[src/rtl/cmp_share_arbiter_if.sv]
// Request/result bundle between the compare-issuing units and the shared comparator block.
// The master is the requester side and the slave is the arbiter.
interface cmp_share_arbiter_if #(
  parameter int NREQ  = 4,
  parameter int WIDTH = 4,
  parameter int IDW   = $clog2(NREQ)
);
  logic [NREQ-1:0]       req;
  logic [NREQ*WIDTH-1:0] a_in;
  logic [NREQ*WIDTH-1:0] b_in;
  logic [NREQ-1:0]       gnt;
  logic                  busy;
  logic                  done;
  logic [IDW-1:0]        done_id;
  logic                  a_gt_b;
  logic                  a_lt_b;
  logic                  a_eq_b;

  modport master (
    output req, a_in, b_in,
    input  gnt, busy, done, done_id, a_gt_b, a_lt_b, a_eq_b
  );

  modport slave (
    input  req, a_in, b_in,
    output gnt, busy, done, done_id, a_gt_b, a_lt_b, a_eq_b
  );
endinterface

[src/rtl/cmp_share_arbiter.sv]
// Round-robin share of one unsigned comparator among NREQ requesters; 3 cycles per compare.
// Grant at edge k, done pulse after edge k+1; requesters hold req (level) until their done.
module cmp_share_arbiter #(
  parameter int NREQ  = 4,
  parameter int WIDTH = 4,
  parameter int IDW   = $clog2(NREQ)
) (
  input  logic              clk,
  input  logic              rst,
  cmp_share_arbiter_if.slave bus
);
  typedef enum logic [1:0] {IDLE, CMP, DONE} state_t;

  state_t           state, state_nxt;
  logic [NREQ-1:0]  gnt_q, gnt_nxt;
  logic [IDW-1:0]   ptr_q, ptr_nxt;
  logic [IDW-1:0]   cur_q, cur_nxt;
  logic [IDW-1:0]   done_id_q, done_id_nxt;
  logic [WIDTH-1:0] op_a_q, op_a_nxt;
  logic [WIDTH-1:0] op_b_q, op_b_nxt;
  logic             done_q, done_nxt;
  logic [2:0]       flags_q, flags_nxt;  // {gt, lt, eq}
  logic [IDW-1:0]   winner;
  logic             found;
  logic             cmp_gt, cmp_lt, cmp_eq;

  // Shared comparator works on the operands captured at grant time.
  assign cmp_eq = (op_a_q == op_b_q);
  assign cmp_gt = (op_a_q > op_b_q);
  assign cmp_lt = (op_a_q < op_b_q);

  // Search starts just past the last served requester; NREQ is a power of two, so IDW-bit add wraps.
  always_comb begin
    winner = '0;
    found  = 1'b0;
    for (int i = 1; i <= NREQ; i++) begin
      if (!found && bus.req[ptr_q + IDW'(i)]) begin
        winner = ptr_q + IDW'(i);
        found  = 1'b1;
      end
    end
  end

  always_comb begin
    state_nxt   = state;
    gnt_nxt     = gnt_q;
    ptr_nxt     = ptr_q;
    cur_nxt     = cur_q;
    done_id_nxt = done_id_q;
    op_a_nxt    = op_a_q;
    op_b_nxt    = op_b_q;
    done_nxt    = 1'b0;
    flags_nxt   = flags_q;
    case (state)
      IDLE: begin
        if (found) begin
          op_a_nxt  = bus.a_in[winner*WIDTH +: WIDTH];
          op_b_nxt  = bus.b_in[winner*WIDTH +: WIDTH];
          gnt_nxt   = NREQ'(1) << winner;
          cur_nxt   = winner;
          state_nxt = CMP;
        end
      end
      CMP: begin
        flags_nxt   = {cmp_gt, cmp_lt, cmp_eq};
        done_id_nxt = cur_q;
        done_nxt    = 1'b1;
        state_nxt   = DONE;
      end
      DONE: begin
        gnt_nxt   = '0;
        ptr_nxt   = cur_q;
        state_nxt = IDLE;
      end
      default: begin
        gnt_nxt   = '0;
        state_nxt = IDLE;
      end
    endcase
  end

  always_ff @(posedge clk) begin
    if (rst) begin
      state     <= IDLE;
      gnt_q     <= '0;
      ptr_q     <= IDW'(NREQ - 1);
      cur_q     <= '0;
      done_id_q <= '0;
      op_a_q    <= '0;
      op_b_q    <= '0;
      done_q    <= 1'b0;
      flags_q   <= 3'b000;
    end else begin
      state     <= state_nxt;
      gnt_q     <= gnt_nxt;
      ptr_q     <= ptr_nxt;
      cur_q     <= cur_nxt;
      done_id_q <= done_id_nxt;
      op_a_q    <= op_a_nxt;
      op_b_q    <= op_b_nxt;
      done_q    <= done_nxt;
      flags_q   <= flags_nxt;
    end
  end

  assign bus.gnt     = gnt_q;
  assign bus.busy    = (state != IDLE);
  assign bus.done    = done_q;
  assign bus.done_id = done_id_q;
  assign bus.a_gt_b  = flags_q[2];
  assign bus.a_lt_b  = flags_q[1];
  assign bus.a_eq_b  = flags_q[0];
endmodule

[src/flat_wrapper.sv]
// flat-port wrapper written by rule: the top's interface ports become plain ports
module cmp_share_arbiter_flat 
#(
  parameter int NREQ  = 4,
  parameter int WIDTH = 4,
  parameter int IDW   = $clog2(NREQ)
)
  (clk, rst, bus_req, bus_a_in, bus_b_in, bus_gnt, bus_busy, bus_done, bus_done_id, bus_a_gt_b, bus_a_lt_b, bus_a_eq_b);
  cmp_share_arbiter_if #(.NREQ(NREQ), .WIDTH(WIDTH), .IDW(IDW)) bus_i ();
  input  logic clk;
  input  logic rst;
  input wire logic [$bits(bus_i.req)-1:0] bus_req;
  input wire logic [$bits(bus_i.a_in)-1:0] bus_a_in;
  input wire logic [$bits(bus_i.b_in)-1:0] bus_b_in;
  output wire logic [$bits(bus_i.gnt)-1:0] bus_gnt;
  output wire logic [$bits(bus_i.busy)-1:0] bus_busy;
  output wire logic [$bits(bus_i.done)-1:0] bus_done;
  output wire logic [$bits(bus_i.done_id)-1:0] bus_done_id;
  output wire logic [$bits(bus_i.a_gt_b)-1:0] bus_a_gt_b;
  output wire logic [$bits(bus_i.a_lt_b)-1:0] bus_a_lt_b;
  output wire logic [$bits(bus_i.a_eq_b)-1:0] bus_a_eq_b;
  assign bus_i.req = bus_req;
  assign bus_i.a_in = bus_a_in;
  assign bus_i.b_in = bus_b_in;
  assign bus_gnt = bus_i.gnt;
  assign bus_busy = bus_i.busy;
  assign bus_done = bus_i.done;
  assign bus_done_id = bus_i.done_id;
  assign bus_a_gt_b = bus_i.a_gt_b;
  assign bus_a_lt_b = bus_i.a_lt_b;
  assign bus_a_eq_b = bus_i.a_eq_b;
  cmp_share_arbiter #(.NREQ(NREQ), .WIDTH(WIDTH), .IDW(IDW)) u_core (.clk(clk), .rst(rst), .bus(bus_i));
endmodule
[config.mk]
export PLATFORM = sky130hd
export DESIGN_NAME = cmp_share_arbiter_flat
export DESIGN_NICKNAME = d
export VERILOG_FILES = /design/src/rtl/cmp_share_arbiter_if.sv /design/src/rtl/cmp_share_arbiter.sv /design/src/flat_wrapper.sv
export SDC_FILE = /design/constraint.sdc
export NUM_CORES = 1
export LEC_CHECK = 0
export BUFFER_PORTS_ARGS = -buffer_cell sky130_fd_sc_hd__clkbuf_2
export CAP_MARGIN = 20
export CORE_AREA = 2 2 67 69
export DETAILED_ROUTE_END_ITERATION = 10
export DIE_AREA = 0 0 69 71
export PLACE_DENSITY = 0.62
export SYNTH_ARGS = -nofsm -noshare
export SYNTH_HDL_FRONTEND = slang
export SYNTH_SLANG_ARGS = --single-unit
[constraint.sdc]
create_clock -name clk -period 5 [get_ports clk]
set_input_delay 0.5 -clock clk [delete_from_list [all_inputs] [get_ports clk]]
set_output_delay 0.5 -clock clk [all_outputs]
set_load 0.1 [all_outputs]
### Word level (Yosys, flattened, before mapping)

Cells that the tools add are included.

* flip-flop bits (word level): 24
* output and inout port bits: 11

* $add $sub $neg: 3
* $lt $le $gt $ge: 6
* eq/ne operators: 4
* shifts and indexed selects: 3
* multiplexer cells: 21
* bitwise gates (word level): 1
* reduce and logical (&&, ||, !) cells: 10

Operators by type and width (count)
* variable part select 16 x 5 -> 4 bit: 2
* less-than comparator 2 x 3 -> 1 bit (second input constant): 4
* 2-to-1 mux 2 bit: 5
* 2-to-1 mux 1 bit: 9
* binary-select mux 1 bit (select 2 bit): 4
* case mux 4 bit (2 select lines): 1
* adder 2 bit (second input constant): 2
* equality test 4 bit: 1
* greater-than comparator 4 bit: 1
* less-than comparator 4 bit: 1
* 2-to-1 mux 4 bit: 1
* case mux 2 bit (2 select lines): 1
* AND reduction 2 bit: 2
* << shifter 1 x 2 -> 4 bit (first input constant): 1
* logical AND 1 bit: 3
* zero test 1 bit: 3
* adder 2 x 1 -> 2 bit (second input constant): 1
* equality test 2 x 1 -> 1 bit (second input constant): 1
* equality test 2 bit (second input constant): 1
* zero test 2 bit: 1
* inequality test 2 x 1 -> 1 bit (second input constant): 1
* nonzero test 2 bit: 1
* NOT 1 bit: 1

### Longest topological paths before layout

* word-level depth: 16
* gate-level depth with buffers: 7
* depth with buffers taken out: 7

### Least setup slack after synthesis

No wires, ideal clock.

* path kind: flip-flop to flip-flop
* from: register u_core.state[0]
* to: register u_core.op_a_q[0]
* setup time: 84 ps
* arrival time: 1700 ps
* required time: 4916 ps
* setup slack: 3216 ps
* stages on the path, launching flop included: 6
* buffers on the path: 1
* cell sequence: dfxtp_1 -> or2_4 -> or2_4 -> or4_4 -> buf_6 -> o221ai_1

* cells in the longest elaborated chain, start to end: 2

RTL lines
* start: declaration: RTL line cmp_share_arbiter.sv:14 `state_t state, state_nxt;`
* start signal: assignment: RTL line cmp_share_arbiter.sv:94 `state <= state_nxt;`
* zero test 2 bit: RTL line cmp_share_arbiter.sv:54 `case (state)`
* AND reduction 2 bit (no line)
* end signal: assignment: RTL line cmp_share_arbiter.sv:99 `op_a_q <= op_a_nxt;`
* end: declaration: RTL line cmp_share_arbiter.sv:19 `logic [WIDTH-1:0] op_a_q, op_a_nxt;`

No other way between the ends.
A chain may end at the register's enable or synchronous reset.

### Worst setup path in the final report

* from: register u_core.state[1]
* to: output bus_busy

* cells in the longest elaborated chain, start to end: 1

RTL lines
* nonzero test 2 bit: RTL line cmp_share_arbiter.sv:107 `assign bus.busy = (state != IDLE);`
* end: declaration: RTL line flat_wrapper.sv:16 `output wire logic [$bits(bus_i.busy)-1:0] bus_busy;`

No other way between the ends.

==> results summary <==
The gate count of the mapped netlist came out at 134. The most used flip-flop cell after synthesis is sky130_fd_sc_hd__dfxtp_1. Setup repair after global routing left no endpoint under its margin. The count of hold buffers inserted by post-cts repair is 0.

The final sum of negative setup slack came out at 0 ns. The cell internal power dissipation came out at 380 uW. The layout net count is 225.

The largest net degree at the start of global routing is 21. The highest fanout seen on the critical path came out at 5. The final max-slew violation count came out at 0. The synthesis-to-layout area growth is 30.1%. For the worst flop-to-flop path, the logic depth is 4.

The number of storage elements in the synthesis netlist came out at 24. The startpoint identified for the worst hold timing path is u_core.bus.gnt[1]. The initial antenna violation count is 0.

The end of the worst register-to-register path is u_core.op_a_q[1]. The actual transition at the worst max-transition pin came out at 0.544 ns. The worst path arrival time is 1.27 ns. The clock latency reported for the late side of the worst-skew pair is 0.27 ns. The via-per-instance ratio is 4.59. The reported max-cap violation count came out at 0. Counting the buffers created by CTS gives 3. A synthesized cell averages 9.00 um^2. Once layout is complete, the utilization of the core stands at 37.3%. The top-level I/O count came out at 49.

The post-synthesis cell area is 1210 um^2. STA classifies the critical path endpoint as an output pin. The remaining antenna violation count after routing is 0.

The endpoint required time on the critical path came out at 4.50 ns. The worst register-to-register path begins at u_core.state[0]. Combinational logic is responsible for 31.4% of the overall power.

The post-cts repair resize count is 0. The worst slack at placement came out at 3.00 ns. The clock period could shrink to 1.77 ns. The most common cell in the synthesized netlist is sky130_fd_sc_hd__dfxtp_1. The worst setup path is launched from a flip-flop. The relative slew slack came out at 63.9%. The post-detailed-routing wire length came out at 2520 um.

The yosys synthesis warning count is 0. The tightest min-delay check is of the reg2reg type. The number of clock sinks came out at 24. The post-CTS setup buffer count came out at 0.

The total routing resource utilization after global routing is 11.5%. The via count of the first global-routing pass came out at 1076. The average detailed-routed wire length per instance came out at 10.8 um.

The post-detailed-placement cell area came out at 1500 um^2. The die height came out at 71 um. The type of the worst setup path is reg2out. Measured along the x axis, the die boundary spans 69 um. Setup violations remaining at the end of the flow were counted as 0.

The number of hold violations in the final report is 0. The number of enable flip-flop cells after synthesis came out at 0. Ranked by total cell area, the synthesized netlist is headed by sky130_fd_sc_hd__dfxtp_1 40%, sky130_fd_sc_hd__mux2i_1 16%, sky130_fd_sc_hd__o221ai_1 6.5%. The fraction of the mapped netlist area in adder cells is 4.15%. The first-pass GRT wire length is 4660 um. The total power per unit cell area came out at 366 nW/um^2. After detailed routing, the number of remaining DRC violations is 0. The post-route total power came out at 574 uW. The leakage power figure came out at 0.801 nW. The final antenna diode count is 0. The worst-case setup margin in the final layout is 3.23 ns. The switching power share of the total is 33.8%. Once detailed placement completed, the half-perimeter wirelength came to 2010 um. The residual overflow from global routing is 0.

The initial cell density of the core came out at 28.7%. The clock tree from TritonCTS is yes. Of the post-synthesis cell area, the part taken by muxes is 15.8%. The fraction of post-synthesis cell area in the top cell type by area came out at 39.8%. Summing over every cut layer, the via total after detailed routing is 1075.

The worst IR drop on VDD came out at 106 uV. The final critical path takes up 35.3% of the cycle. The clock transition at the registers of the reported paths is 0.09 ns. The cell accounting for the most synthesized area is sky130_fd_sc_hd__dfxtp_1. Counting instances in the post-synthesis netlist gives the leading cell types as 24 x sky130_fd_sc_hd__dfxtp_1, 19 x sky130_fd_sc_hd__mux2i_1, 16 x sky130_fd_sc_hd__nand2_1. The fraction of synthesis flops using an asynchronous set or reset pin came out at 0%. The root buffer cell chosen for the clock tree is sky130_fd_sc_hd__clkbuf_8. The number of detailed-routing iterations run before antenna repair came out at 4. The largest clock skew in the final design came out at 0.00900 ns. The critical path ends at bus_busy. The summed area of non-filler cells in the final layout is 1570 um^2. The dominant combinational cell family by area after synthesis is simple AND/OR/NAND/NOR gates. The number of input and output port buffers inserted is 48. The die area came out at 4900 um^2. After the first detailed-routing iteration, the DRC count stood at 23.

The part of the power in the clock network came out at 29.5%. The net count after synthesis is 176. The fraction of synthesized cell area in xor and xnor cells came out at 0%. Across all register-to-register paths, the minimum setup slack is 3.30 ns. The simple-gate share of the synthesized area came out at 18.5%. The final RePlAce weighted congestion is 0.773. The largest buffer count on any clock path came out at 2.

The flow ran to the end, and the final reports show no timing, DRC or antenna violations. In this run the worst setup path begins at u_core.state[1]. Row generation in the floorplan step produced 24 rows. The placeable core region came out at 4200 um^2.

The count of cell types in the netlist came out at 29. Of the synthesized area, sequential elements account for 39.8%. The sequential power share came out at 39.1%.

The share of final-layout standard cells stronger than drive strength 1 came out at 32.4%. The H-tree depth reported by CTS came out at 1. The maximum clock rate is 566 MHz.

The switching power total came out at 194 uW. The fraction of the mapped netlist area in compound gates is 16.1%.
-- flip-flops by register name, indices dropped and copies added, names as in the netlist --
name,cells
u_core.bus.done,1
u_core.bus.gnt,4
u_core.bus.done_id,2
u_core.ptr_q,2
u_core.cur_q,2
u_core.op_b_q,4
u_core.state,2
u_core.flags_q,3
u_core.op_a_q,4
-- worst min path at each step --
stage,slack (ns),end,cells past startpoint
3_3_place_gp,0.44,u_core.bus.gnt[3],2
4_1_cts,0.45,u_core.bus.gnt[1],2
3_5_place_dp,0.44,u_core.bus.gnt[1],2
2_1_floorplan,0.43,u_core.op_a_q[0],2
5_1_grt,0.50,u_core.bus.gnt[3],2
6_report,0.45,u_core.bus.gnt[1],2
-- cells by family after synthesis --
logic type / Yosys count
flops: 24
simple gates: 44
fa+ha+maj: 4
buf+inv: 16
mux: 19
compound gates: 27
-- stage by stage --
stage                     hold WS [ns]  cells
after CTS                        0.455    234
after global placement           0.443    230
final                            0.453    234
after floorplan                  0.433    134
after detailed placement         0.441    230
after global routing             0.495    234
-- critical path, stage by stage, from the launching register on --
cell                       delay, ns
sky130_fd_sc_hd__dfxtp_1        0.40
sky130_fd_sc_hd__or2_4          0.16
sky130_fd_sc_hd__clkbuf_2       0.45
-- layout by cell type (no fill, tap or decap), types with 2 or more instances in the layout --
master,Yosys,final
sky130_fd_sc_hd__clkbuf_2,0,48
sky130_fd_sc_hd__dfxtp_1,24,24
sky130_fd_sc_hd__mux2i_1,19,19
sky130_fd_sc_hd__nand2_1,16,16
sky130_fd_sc_hd__inv_1,11,11
sky130_fd_sc_hd__nor2_1,10,10
sky130_fd_sc_hd__o221ai_1,9,8
sky130_fd_sc_hd__nand2b_1,6,6
sky130_fd_sc_hd__a21oi_1,5,5
sky130_fd_sc_hd__o22ai_1,5,5
sky130_fd_sc_hd__ha_1,4,4
sky130_fd_sc_hd__clkbuf_8,0,3
sky130_fd_sc_hd__or2_4,2,2
sky130_fd_sc_hd__o21a_1,2,2
sky130_fd_sc_hd__o21ai_0,2,2
sky130_fd_sc_hd__nor2b_1,2,2
-- cell type report --
cell class / instances / area (um^2)
fill: 440 / 2640
multi-input combinational: 94 / 663
sequential: 24 / 480
timing repair buffer: 49 / 248
tap: 52 / 65.1
clock buffer: 3 / 41.3
inverter: 11 / 41.3
clock inverter: 1 / 30.0
-- power groups by stage --
stage	combinational (mW)	clock (mW)	sequential, mW
6_report	0.180	0.169	0.224
5_1_grt	0.199	0.182	0.228
2_1_floorplan	0.0915	0	0.278
4_1_cts	0.183	0.171	0.225
3_5_place_dp	0.183	0	0.229
3_3_place_gp	0.181	0	0.229
-- routing by layer --
metal	wire, um	GRT usage, %
met1	1200	14.7
met2	1190	19.2
met3	118	2.56
met4	14	3.92
met5	0	0
No activity file was read; power rests on OpenSTA's default activity.
